<file path="src/rtl/ctrl_pipe_chain_pkg.sv">
// ctrl_pipe_pkg: shared definitions for the control-signal pipeline.
//   - Bit positions of the fixed-meaning fields inside the control bundle.
//     Bits above PAYLOAD_LSB are payload and are carried without gating.
//   - ARM condition-code encodings.
//   - cond_eval(): combinational condition check against an NZCV nibble.
package ctrl_pipe_pkg;

    localparam int PCS         = 0;
    localparam int REGW        = 1;
    localparam int MEMW        = 2;
    localparam int MEMTOREG    = 3;
    localparam int BRANCH      = 4;
    localparam int NOWRITE     = 5;
    localparam int FLAGW_LO    = 6;  // FlagW[0]: update C,V
    localparam int FLAGW_HI    = 7;  // FlagW[1]: update N,Z
    localparam int PAYLOAD_LSB = 8;

    typedef enum logic [3:0] {
        COND_EQ = 4'h0,
        COND_NE = 4'h1,
        COND_CS = 4'h2,
        COND_CC = 4'h3,
        COND_MI = 4'h4,
        COND_PL = 4'h5,
        COND_VS = 4'h6,
        COND_VC = 4'h7,
        COND_HI = 4'h8,
        COND_LS = 4'h9,
        COND_GE = 4'hA,
        COND_LT = 4'hB,
        COND_GT = 4'hC,
        COND_LE = 4'hD,
        COND_AL = 4'hE,
        COND_NV = 4'hF
    } cond_e;

    // nzcv is {N, Z, C, V}. 0xF is treated like AL.
    function automatic logic cond_eval(input logic [3:0] cond, input logic [3:0] nzcv);
        logic n, z, c, v;
        logic pass;
        {n, z, c, v} = nzcv;
        case (cond)
            COND_EQ: pass = z;
            COND_NE: pass = ~z;
            COND_CS: pass = c;
            COND_CC: pass = ~c;
            COND_MI: pass = n;
            COND_PL: pass = ~n;
            COND_VS: pass = v;
            COND_VC: pass = ~v;
            COND_HI: pass = c & ~z;
            COND_LS: pass = ~c | z;
            COND_GE: pass = (n == v);
            COND_LT: pass = (n != v);
            COND_GT: pass = ~z & (n == v);
            COND_LE: pass = z | (n != v);
            default: pass = 1'b1;
        endcase
        return pass;
    endfunction

endpackage

</file>
<file path="src/rtl/ctrl_pipe_chain_if.sv">
// ctrl_pipe_chain_if: signal bundle between the decoder / hazard unit and the
// control pipeline.
//   master: decoder + hazard unit (drives decode slot, ALU flags, stall/flush)
//   slave : ctrl_pipe_chain
// Handshake: valid_d qualifies the decode slot for the current cycle. There is
// no ready; back-pressure is expressed only through stall[], so the decoder
// must hold the slot itself while stall[0] is high.
interface ctrl_pipe_chain_if #(
    parameter int N_STAGES = 4,
    parameter int CTRL_W   = 12,
    parameter int CNT_W    = 16
);
    logic                       valid_d;
    logic [CTRL_W-1:0]          ctrl_d;
    logic [3:0]                 cond_d;
    logic [3:0]                 alu_flags_e;
    logic [N_STAGES-1:0]        stall;
    logic [N_STAGES-1:0]        flush;

    logic [N_STAGES-1:0]        stage_valid_o;
    logic [N_STAGES*CTRL_W-1:0] stage_ctrl_o;
    logic                       cond_ex_e;
    logic                       branch_taken_e;
    logic [3:0]                 flags_o;
    logic [CNT_W-1:0]           retired_o;
    logic [CNT_W-1:0]           condfail_o;

    modport master (
        output valid_d, ctrl_d, cond_d, alu_flags_e, stall, flush,
        input  stage_valid_o, stage_ctrl_o, cond_ex_e, branch_taken_e,
               flags_o, retired_o, condfail_o
    );

    modport slave (
        input  valid_d, ctrl_d, cond_d, alu_flags_e, stall, flush,
        output stage_valid_o, stage_ctrl_o, cond_ex_e, branch_taken_e,
               flags_o, retired_o, condfail_o
    );
endinterface

</file>
<file path="src/rtl/ctrl_pipe_chain_stage.sv">
// ctrl_pipe_stage: one pipeline slot register {valid, ctrl, cond}.
//   clk    : clock, rising edge
//   rst_n  : asynchronous active-low reset, clears the slot
//   clr_i  : load all-zero (bubble); wins over en_i
//   en_i   : load d_i; when low the slot holds
//   d_i    : next slot contents
//   q_o    : current slot contents
module ctrl_pipe_stage #(
    parameter int W = 17
) (
    input  logic         clk,
    input  logic         rst_n,
    input  logic         clr_i,
    input  logic         en_i,
    input  logic [W-1:0] d_i,
    output logic [W-1:0] q_o
);
    logic [W-1:0] slot_d, slot_q;

    always_comb begin
        slot_d = slot_q;
        if (clr_i) begin
            slot_d = '0;
        end else if (en_i) begin
            slot_d = d_i;
        end
    end

    always_ff @(posedge clk or negedge rst_n) begin
        if (!rst_n) begin
            slot_q <= '0;
        end else begin
            slot_q <= slot_d;
        end
    end

    assign q_o = slot_q;
endmodule

</file>
<file path="src/rtl/ctrl_pipe_chain.sv">
// ctrl_pipe_chain: control-bundle pipeline from decode to writeback.
//   clk   : clock, rising edge
//   reset : asynchronous active-low reset
//   bus   : ctrl_pipe_chain_if.slave
//             in : valid_d, ctrl_d, cond_d, alu_flags_e, stall[], flush[]
//             out: stage_valid_o, stage_ctrl_o, cond_ex_e, branch_taken_e,
//                  flags_o, retired_o, condfail_o
// Stage 0 is execute. The condition is evaluated there against the internal
// NZCV register; PCS/RegW/MemW are gated as the bundle moves into stage 1.
module ctrl_pipe_chain
    import ctrl_pipe_pkg::*;
#(
    parameter int N_STAGES = 4,
    parameter int CTRL_W   = 12,
    parameter int CNT_W    = 16
) (
    input  logic             clk,
    input  logic             reset,
    ctrl_pipe_chain_if.slave bus
);
    localparam int SLOT_W = 1 + CTRL_W + 4;

    logic [N_STAGES-1:0][SLOT_W-1:0] slot_d, slot_q;
    logic [N_STAGES-1:0]             clr, en;

    logic              s0_valid;
    logic [CTRL_W-1:0] s0_ctrl;
    logic [3:0]        s0_cond;
    logic [CTRL_W-1:0] s1_ctrl_d;
    logic              cond_ex;
    logic              leave_e;
    logic              retire;

    logic [3:0]        flags_d, flags_q;
    logic [CNT_W-1:0]  retired_d, retired_q;
    logic [CNT_W-1:0]  condfail_d, condfail_q;

    assign {s0_valid, s0_ctrl, s0_cond} = slot_q[0];

    // An invalid slot never "passes", so bubbles cannot gate-enable anything.
    assign cond_ex = s0_valid & cond_eval(s0_cond, flags_q);

    always_comb begin
        s1_ctrl_d           = s0_ctrl;
        s1_ctrl_d[PCS]      = s0_ctrl[PCS]  & cond_ex;
        s1_ctrl_d[REGW]     = s0_ctrl[REGW] & cond_ex & ~s0_ctrl[NOWRITE];
        s1_ctrl_d[MEMW]     = s0_ctrl[MEMW] & cond_ex;
    end

    for (genvar k = 0; k < N_STAGES; k++) begin : g_stage
        if (k == 0) begin : g_head
            assign slot_d[k] = {bus.valid_d, bus.ctrl_d, bus.cond_d};
            assign clr[k]    = bus.flush[k];
        end else begin : g_body
            if (k == 1) begin : g_gate
                assign slot_d[k] = {s0_valid, s1_ctrl_d, s0_cond};
            end else begin : g_pass
                assign slot_d[k] = slot_q[k-1];
            end
            // A stalled upstream stage leaves nothing to hand on: insert a
            // bubble unless this stage is itself holding.
            assign clr[k] = bus.flush[k] | (bus.stall[k-1] & ~bus.stall[k]);
        end

        assign en[k] = ~bus.stall[k];

        ctrl_pipe_stage #(.W(SLOT_W)) u_stage (
            .clk   (clk),
            .rst_n (reset),
            .clr_i (clr[k]),
            .en_i  (en[k]),
            .d_i   (slot_d[k]),
            .q_o   (slot_q[k])
        );

        assign bus.stage_valid_o[k]                  = slot_q[k][SLOT_W-1];
        assign bus.stage_ctrl_o[k*CTRL_W +: CTRL_W]  = slot_q[k][4 +: CTRL_W];
    end

    // The cond field of the last stage has no consumer.
    logic unused_last_cond;
    assign unused_last_cond = ^slot_q[N_STAGES-1][3:0];

    // E instruction actually moves on (not held, not killed in stage 1):
    // the only edge at which it may touch flags or the fail counter.
    assign leave_e = s0_valid & ~bus.stall[0] & ~bus.flush[1];
    assign retire  = slot_q[N_STAGES-1][SLOT_W-1] & ~bus.stall[N_STAGES-1]
                   & ~bus.flush[N_STAGES-1];

    always_comb begin
        flags_d = flags_q;
        if (leave_e && cond_ex) begin
            if (s0_ctrl[FLAGW_HI]) flags_d[3:2] = bus.alu_flags_e[3:2];
            if (s0_ctrl[FLAGW_LO]) flags_d[1:0] = bus.alu_flags_e[1:0];
        end
    end

    // Counters saturate at all-ones.
    always_comb begin
        retired_d  = retired_q;
        condfail_d = condfail_q;
        if (retire && (retired_q != '1)) begin
            retired_d = retired_q + CNT_W'(1);
        end
        if (leave_e && !cond_ex && (condfail_q != '1)) begin
            condfail_d = condfail_q + CNT_W'(1);
        end
    end

    always_ff @(posedge clk or negedge reset) begin
        if (!reset) begin
            flags_q    <= '0;
            retired_q  <= '0;
            condfail_q <= '0;
        end else begin
            flags_q    <= flags_d;
            retired_q  <= retired_d;
            condfail_q <= condfail_d;
        end
    end

    assign bus.cond_ex_e      = cond_ex;
    assign bus.branch_taken_e = cond_ex & s0_ctrl[BRANCH];
    assign bus.flags_o        = flags_q;
    assign bus.retired_o      = retired_q;
    assign bus.condfail_o     = condfail_q;
endmodule
</file>
<file path="src/flat_wrapper.sv">
// flat-port wrapper written by rule: the top's interface ports become plain ports
module ctrl_pipe_chain_flat import ctrl_pipe_pkg::*;
#(
    parameter int N_STAGES = 4,
    parameter int CTRL_W   = 12,
    parameter int CNT_W    = 16
)
  (clk, reset, bus_valid_d, bus_ctrl_d, bus_cond_d, bus_alu_flags_e, bus_stall, bus_flush, bus_stage_valid_o, bus_stage_ctrl_o, bus_cond_ex_e, bus_branch_taken_e, bus_flags_o, bus_retired_o, bus_condfail_o);
  ctrl_pipe_chain_if #(.N_STAGES(N_STAGES), .CTRL_W(CTRL_W), .CNT_W(CNT_W)) bus_i ();
  input  logic clk;
  input  logic reset;
  input wire logic [$bits(bus_i.valid_d)-1:0] bus_valid_d;
  input wire logic [$bits(bus_i.ctrl_d)-1:0] bus_ctrl_d;
  input wire logic [$bits(bus_i.cond_d)-1:0] bus_cond_d;
  input wire logic [$bits(bus_i.alu_flags_e)-1:0] bus_alu_flags_e;
  input wire logic [$bits(bus_i.stall)-1:0] bus_stall;
  input wire logic [$bits(bus_i.flush)-1:0] bus_flush;
  output wire logic [$bits(bus_i.stage_valid_o)-1:0] bus_stage_valid_o;
  output wire logic [$bits(bus_i.stage_ctrl_o)-1:0] bus_stage_ctrl_o;
  output wire logic [$bits(bus_i.cond_ex_e)-1:0] bus_cond_ex_e;
  output wire logic [$bits(bus_i.branch_taken_e)-1:0] bus_branch_taken_e;
  output wire logic [$bits(bus_i.flags_o)-1:0] bus_flags_o;
  output wire logic [$bits(bus_i.retired_o)-1:0] bus_retired_o;
  output wire logic [$bits(bus_i.condfail_o)-1:0] bus_condfail_o;
  assign bus_i.valid_d = bus_valid_d;
  assign bus_i.ctrl_d = bus_ctrl_d;
  assign bus_i.cond_d = bus_cond_d;
  assign bus_i.alu_flags_e = bus_alu_flags_e;
  assign bus_i.stall = bus_stall;
  assign bus_i.flush = bus_flush;
  assign bus_stage_valid_o = bus_i.stage_valid_o;
  assign bus_stage_ctrl_o = bus_i.stage_ctrl_o;
  assign bus_cond_ex_e = bus_i.cond_ex_e;
  assign bus_branch_taken_e = bus_i.branch_taken_e;
  assign bus_flags_o = bus_i.flags_o;
  assign bus_retired_o = bus_i.retired_o;
  assign bus_condfail_o = bus_i.condfail_o;
  ctrl_pipe_chain #(.N_STAGES(N_STAGES), .CTRL_W(CTRL_W), .CNT_W(CNT_W)) u_core (.clk(clk), .reset(reset), .bus(bus_i));
endmodule
</file>
<file path="config.mk">
export PLATFORM = sky130hd
export DESIGN_NAME = ctrl_pipe_chain_flat
export DESIGN_NICKNAME = d
export VERILOG_FILES = /design/src/rtl/ctrl_pipe_chain_pkg.sv /design/src/rtl/ctrl_pipe_chain_if.sv /design/src/rtl/ctrl_pipe_chain_stage.sv /design/src/rtl/ctrl_pipe_chain.sv /design/src/flat_wrapper.sv
export SDC_FILE = /design/constraint.sdc
export NUM_CORES = 1
export LEC_CHECK = 0
export ABC_AREA = 0
export CAP_MARGIN = 20
export CORE_ASPECT_RATIO = 0.8
export CORE_MARGIN = 2
export CORE_UTILIZATION = 51
export DETAILED_ROUTE_END_ITERATION = 8
export HOLD_SLACK_MARGIN = 0.08
export PLACE_DENSITY = 0.83
export SLEW_MARGIN = 25
export SYNTH_ARGS = -nofsm -noshare
export SYNTH_HDL_FRONTEND = slang
export SYNTH_SLANG_ARGS = --single-unit
</file>
<file path="constraint.sdc">
create_clock -name clk -period 3.89 [get_ports clk]
set_clock_uncertainty 0.05 [all_clocks]
set_input_delay 0.778 -clock clk [delete_from_list [all_inputs] [get_ports clk]]
set_output_delay 0.778 -clock clk [all_outputs]
set_load 0.01 [all_outputs]
</file>
Word-level counts from Yosys, hierarchy flattened
Index checks and enable logic that the tools add are counted.

Flip-flop bits (word level): 104. Output and inout bits: 90.

Add/sub/neg operators: 2. Equality and inequality tests: 21. Muxes and demuxes: 9. Bitwise gates (word level): 31. Reductions and logical operators: 8.

Operators by type and width (number): two-way mux 17 bit (8); adder 16 x 1 -> 16 bit, second input constant (2); inequality test 16 bit, second input constant (2); == test 4 bit, second input constant (6); == test 4 x 3 -> 1 bit, second input constant (4); AND 1 bit (15); one-hot mux 1 bit (14 select lines) (1); inverter 1 bit (11); == test 4 x 2 -> 1 bit, second input constant (2); inequality test 2 x 1 -> 1 bit, second input constant (4); OR 1 bit (5); == test 4 x 1 -> 1 bit, second input constant (1); logical AND 1 bit (4); logical NOT 4 bit (1); AND reduction 2 bit (2); == test 1 bit (1); logical NOT 1 bit (1); inequality test 1 bit (1).

Longest topological paths before layout
Depth after elaboration: 8. Gate-level depth with buffers: 8.

By module
A second synthesis with hierarchy kept.

Cells, all modules: 402. Area total of the unflattened synthesis: 4710.8 sq um.

By module, submodules not included: ctrl_pipe_stage (times used 4, cells an instance 55, area an instance 699.4 sq um, sequential area each 425.4 sq um); ctrl_pipe_chain (times used 1, cells an instance 182, area an instance 1913.1 sq um, sequential area each 900.9 sq um).

Worst setup path before layout
OpenSTA, ideal clock, no wires.

Path kind: reg2out. Start point: register u_core.flags_q[0] (netlist: u_core.bus.flags_o[0]). End point: output port bus_branch_taken_e. Data arrival time: 1.703 ns. Data required time: 3.062 ns. Setup slack: 1.359 ns. Stages on the path, launching flop included: 7. Path through: dfrtp_1 -> xor2_1 -> o2bb2ai_2 -> xnor2_1 -> o311ai_4 -> buf_6 -> and3_1.

Longest elaborated chain between the ends: 5. Elaborated cells between the ends (all ways): 8.

Ends and longest elaborated chain: start: declaration (RTL line ctrl_pipe_chain.sv:34) `logic [3:0] flags_d, flags_q;`; start signal: assignment (RTL line ctrl_pipe_chain.sv:116) `flags_q <= flags_d;`; inequality test 1 bit / == test 1 bit (equally long branches); OR 1 bit / AND 1 bit (equally long branches) (RTL line ctrl_pipe_chain_pkg.sv:56, ctrl_pipe_chain_pkg.sv:55); one-hot mux 1 bit (14 select lines) * (RTL line ctrl_pipe_chain_pkg.sv:42) `case (cond)`; AND 1 bit * (RTL line ctrl_pipe_chain.sv:41) `assign cond_ex = s0_valid & cond_eval(s0_cond, flags_q);`; AND 1 bit * (RTL line ctrl_pipe_chain.sv:123) `assign bus.branch_taken_e = cond_ex & s0_ctrl[BRANCH];`; end: declaration (RTL line flat_wrapper.sv:21) `output wire logic [$bits(bus_i.branch_taken_e)-1:0] bus_branch_taken_e;`.

Every way passes the cells marked *; elsewhere a longest branch is shown, timed or not.

Worst setup path in the final report
Start point: register u_core.flags_q[0] (netlist: u_core.bus.flags_o[0]). End point: output port bus_cond_ex_e.

Longest elaborated chain between the ends: 4. Elaborated cells between the ends (all ways): 7.

Ends and longest elaborated chain: inequality test 1 bit / == test 1 bit (equally long branches); OR 1 bit / AND 1 bit (equally long branches) (RTL line ctrl_pipe_chain_pkg.sv:56, ctrl_pipe_chain_pkg.sv:55); one-hot mux 1 bit (14 select lines) * (RTL line ctrl_pipe_chain_pkg.sv:42); AND 1 bit * (RTL line ctrl_pipe_chain.sv:41); end: declaration (RTL line flat_wrapper.sv:20) `output wire logic [$bits(bus_i.cond_ex_e)-1:0] bus_cond_ex_e;`.

Marks and branches as above.

==> out/qor.yml <==
grt-ovfl-total: 0
start_util_pct: 53.01
period_share_pct: 80.60
ys_seq_area_share_pct: 54.41
ant_nets: 0
critPathLaunchType: "flop"
path_clk_slew_ns: 0.08
relSlewSlack_pct: 37.06
ir_drop_v: 0.0002111
clockRootBuffer: "clkbuf_8"
tns_ns: 0
power_density_mw_per_mm2: 333.3
drv_cap: 0
rsz0062_at_grt: "false"
io_pins: 121
cts_tree: "done"
finalCriticalPeriod_ns: 3.135
drc: 0
portBuffers: 120
die_h_um: 85.47
max_freq_ghz: 0.3189
hold_violations: 0
fill_cells: 602
coreArea_sq_mm: 0.007983
avgSynthCellArea_sq_um: 11.19
ys.flop_type: "dfrtp_1"
r2r_slack_ns: 1.66
diodes: 0
grt_use_total_pct: 22.69
grt_pass1_vias: 3104
fp.dieArea_sq_mm: 0.009046
grt_pass1_wl_um: 15960
hp-class: "primary input to asynchronous set/reset pin"
routed_wl_um: 9724
clk_latency_ns: 0.35
syn_nets: 411
regArea_sq_mm: 0.002302
cts_setup_buffers: 0
placed_cell_area_sq_mm: 0.005435
cts-resized-gates: 0
finalNonFillerCells: 598
required_ns: 3.06
critPathArrivalTime_ns: 2.31
htree_levels: 3
synth-seq-cells: 92
final_layout_size_suffix_gt1_share_pct: 8.367
status: "complete, no violations"
multi_input_area_sq_mm: 0.001743
final_cell_mix: "clkdlybuf4s50_1 (119), dfrtp_1 (92), nor2_1 (71)"
drv_slew: 0
drt_first_pass_iters: 4
fp-row-count: 29
numCtsBuffers: 9
die_w_um: 105.8
antenna_found_initial: 0
final_core_util_pct: 70.42
hpwl_um: 7404
cts_max_path_buffers: 2
layout_commonest_cell: "clkdlybuf4s50_1"
worstMarginPinSlew_ns: 0.9406
worstSetupPathType: "flop to primary output"
setup_violations: 0
syn_area_sq_mm: 0.004232
ys_async_sr_fraction_pct: 100.0
yosysWarnings: 0
gp_congestion: 0.8437
syn_to_final_growth_pct: 32.85
final_nets: 519
synth_cell_types: 42
grt_start_max_net_pins: 80
cts.sinks: 92
dpl.cell_count: 583
end_kind: "primary output"
vias: 3194
leakage_nw: 2.577
routedWlPerCell_um: 16.26
ctsHoldBuffers: 0
fin_area_sq_mm: 0.005622
synth-edff-count: 0
drt-vias-per-instance: 5.341
first_iter_violations: 129
cp_max_fo: 4
syn_inst: 378
per-layer routing:
| metal | wire length, um | track usage (%) | vias up |
|---|---|---|---|
| li1 | - | - | 1511 |
| met1 | 4467 | 32.29 | 1558 |
| met2 | 4596 | 34.72 | 108 |
| met3 | 432 | 4.685 | 17 |
| met4 | 227 | 8.493 | 0 |
| met5 | 0 | 0 | - |
worst paths after layout:
check / startpoint / end / cells after the start
max in group asynchronous: reset / u_core.bus.retired_o[2] / 2
worst min register to register: u_core.bus.condfail_o[8] / u_core.bus.condfail_o[8] / 1
worst max-delay path: u_core.bus.flags_o[0] / bus_cond_ex_e / 7
worst max register to register: u_core.g_stage[0].u_stage.q_o[1] / u_core.bus.condfail_o[12] / 7
worst min-delay path: reset / u_core.bus.flags_o[0] / 1
min in group clk: u_core.bus.condfail_o[8] / u_core.bus.condfail_o[8] / 1
registers in the layout, indices dropped and copies added, names as in the netlist:
register and count:
u_core.bus.retired_o 16, u_core.bus.condfail_o 16, u_core.g_stage.u_stage.q_o 56, u_core.bus.flags_o 4
cells in the mapped netlist (2+ instances only):
cell / number / area (sq um)
buf_6: 2 / 22.52
buf_1: 4 / 15.01
xnor2_1: 12 / 105.1
clkbuf_1: 8 / 30.03
nor3_2: 3 / 30.03
o22ai_1: 3 / 18.77
xor2_1: 19 / 166.4
nand2_1: 19 / 71.32
nand4b_1: 2 / 17.52
mux2i_1: 41 / 410.4
buf_2: 2 / 10.01
and4_1: 2 / 17.52
nand3_2: 2 / 20.02
ha_1: 2 / 25.02
and3_1: 6 / 37.54
nor2_1: 71 / 266.5
nand3_1: 14 / 70.07
nand4_1: 8 / 50.05
a22oi_1: 13 / 97.59
nor3_1: 7 / 35.03
mux2_2: 8 / 90.09
buf_4: 13 / 97.59
nand3b_1: 4 / 30.03
a21oi_1: 2 / 10.01
dfrtp_1: 92 / 2302
inv_1: 3 / 11.26
area by class of cell:
class | count | share of cell area, %
flip-flops and latches | 92 | 40.95
multi-input cells | 254 | 31.00
repair buffers | 126 | 22.19
well taps | 108 | 2.404
clock buffers | 11 | 2.337
clock inverters | 4 | 0.9125
inverters | 3 | 0.2003
logic make-up (layout without fill, tap and decap cells):
| group | Yosys count | after routing | synth area share (%) |
|---|---|---|---|
| xor+xnor | 31 | 31 | 6.416 |
| fa+ha+maj | 2 | 2 | 0.5913 |
| compound gates | 26 | 26 | 5.293 |
| flops | 92 | 92 | 54.41 |
| buf+inv | 32 | 144 | 4.405 |
| mux | 50 | 50 | 12.09 |
| simple gates | 145 | 145 | 16.80 |
report_power, final:
part           internal [mW]  total [mW]  switching [mW]
clock                  0.294       0.607           0.312
combinational          0.125       0.238           0.113
sequential             0.986        1.03          0.0424
metrics by stage:
stage / total power, mW / setup slack [ns] / hold slack [ns]
4_1_cts: 1.891 / 0.7338 / 0.4505
5_1_grt: 1.957 / 0.6014 / 0.4484
6_report: 1.873 / 0.7546 / 0.3844
3_3_place_gp: 1.280 / 1.044 / 0.4310
3_5_place_dp: 1.289 / 0.9351 / 0.4350
2_1_floorplan: 1.160 / 1.359 / 0.4324
critical path: stages, from the launching register on:
cell,delay (ns)
dfrtp_1,0.42
xor2_1,0.28
o2bb2ai_2,0.09
xnor2_1,0.16
o311ai_4,0.25
nand2_1,0.17
inv_1,0.08
clkdlybuf4s50_1,0.53
Note: power is estimated with default switching activity, not from simulation.
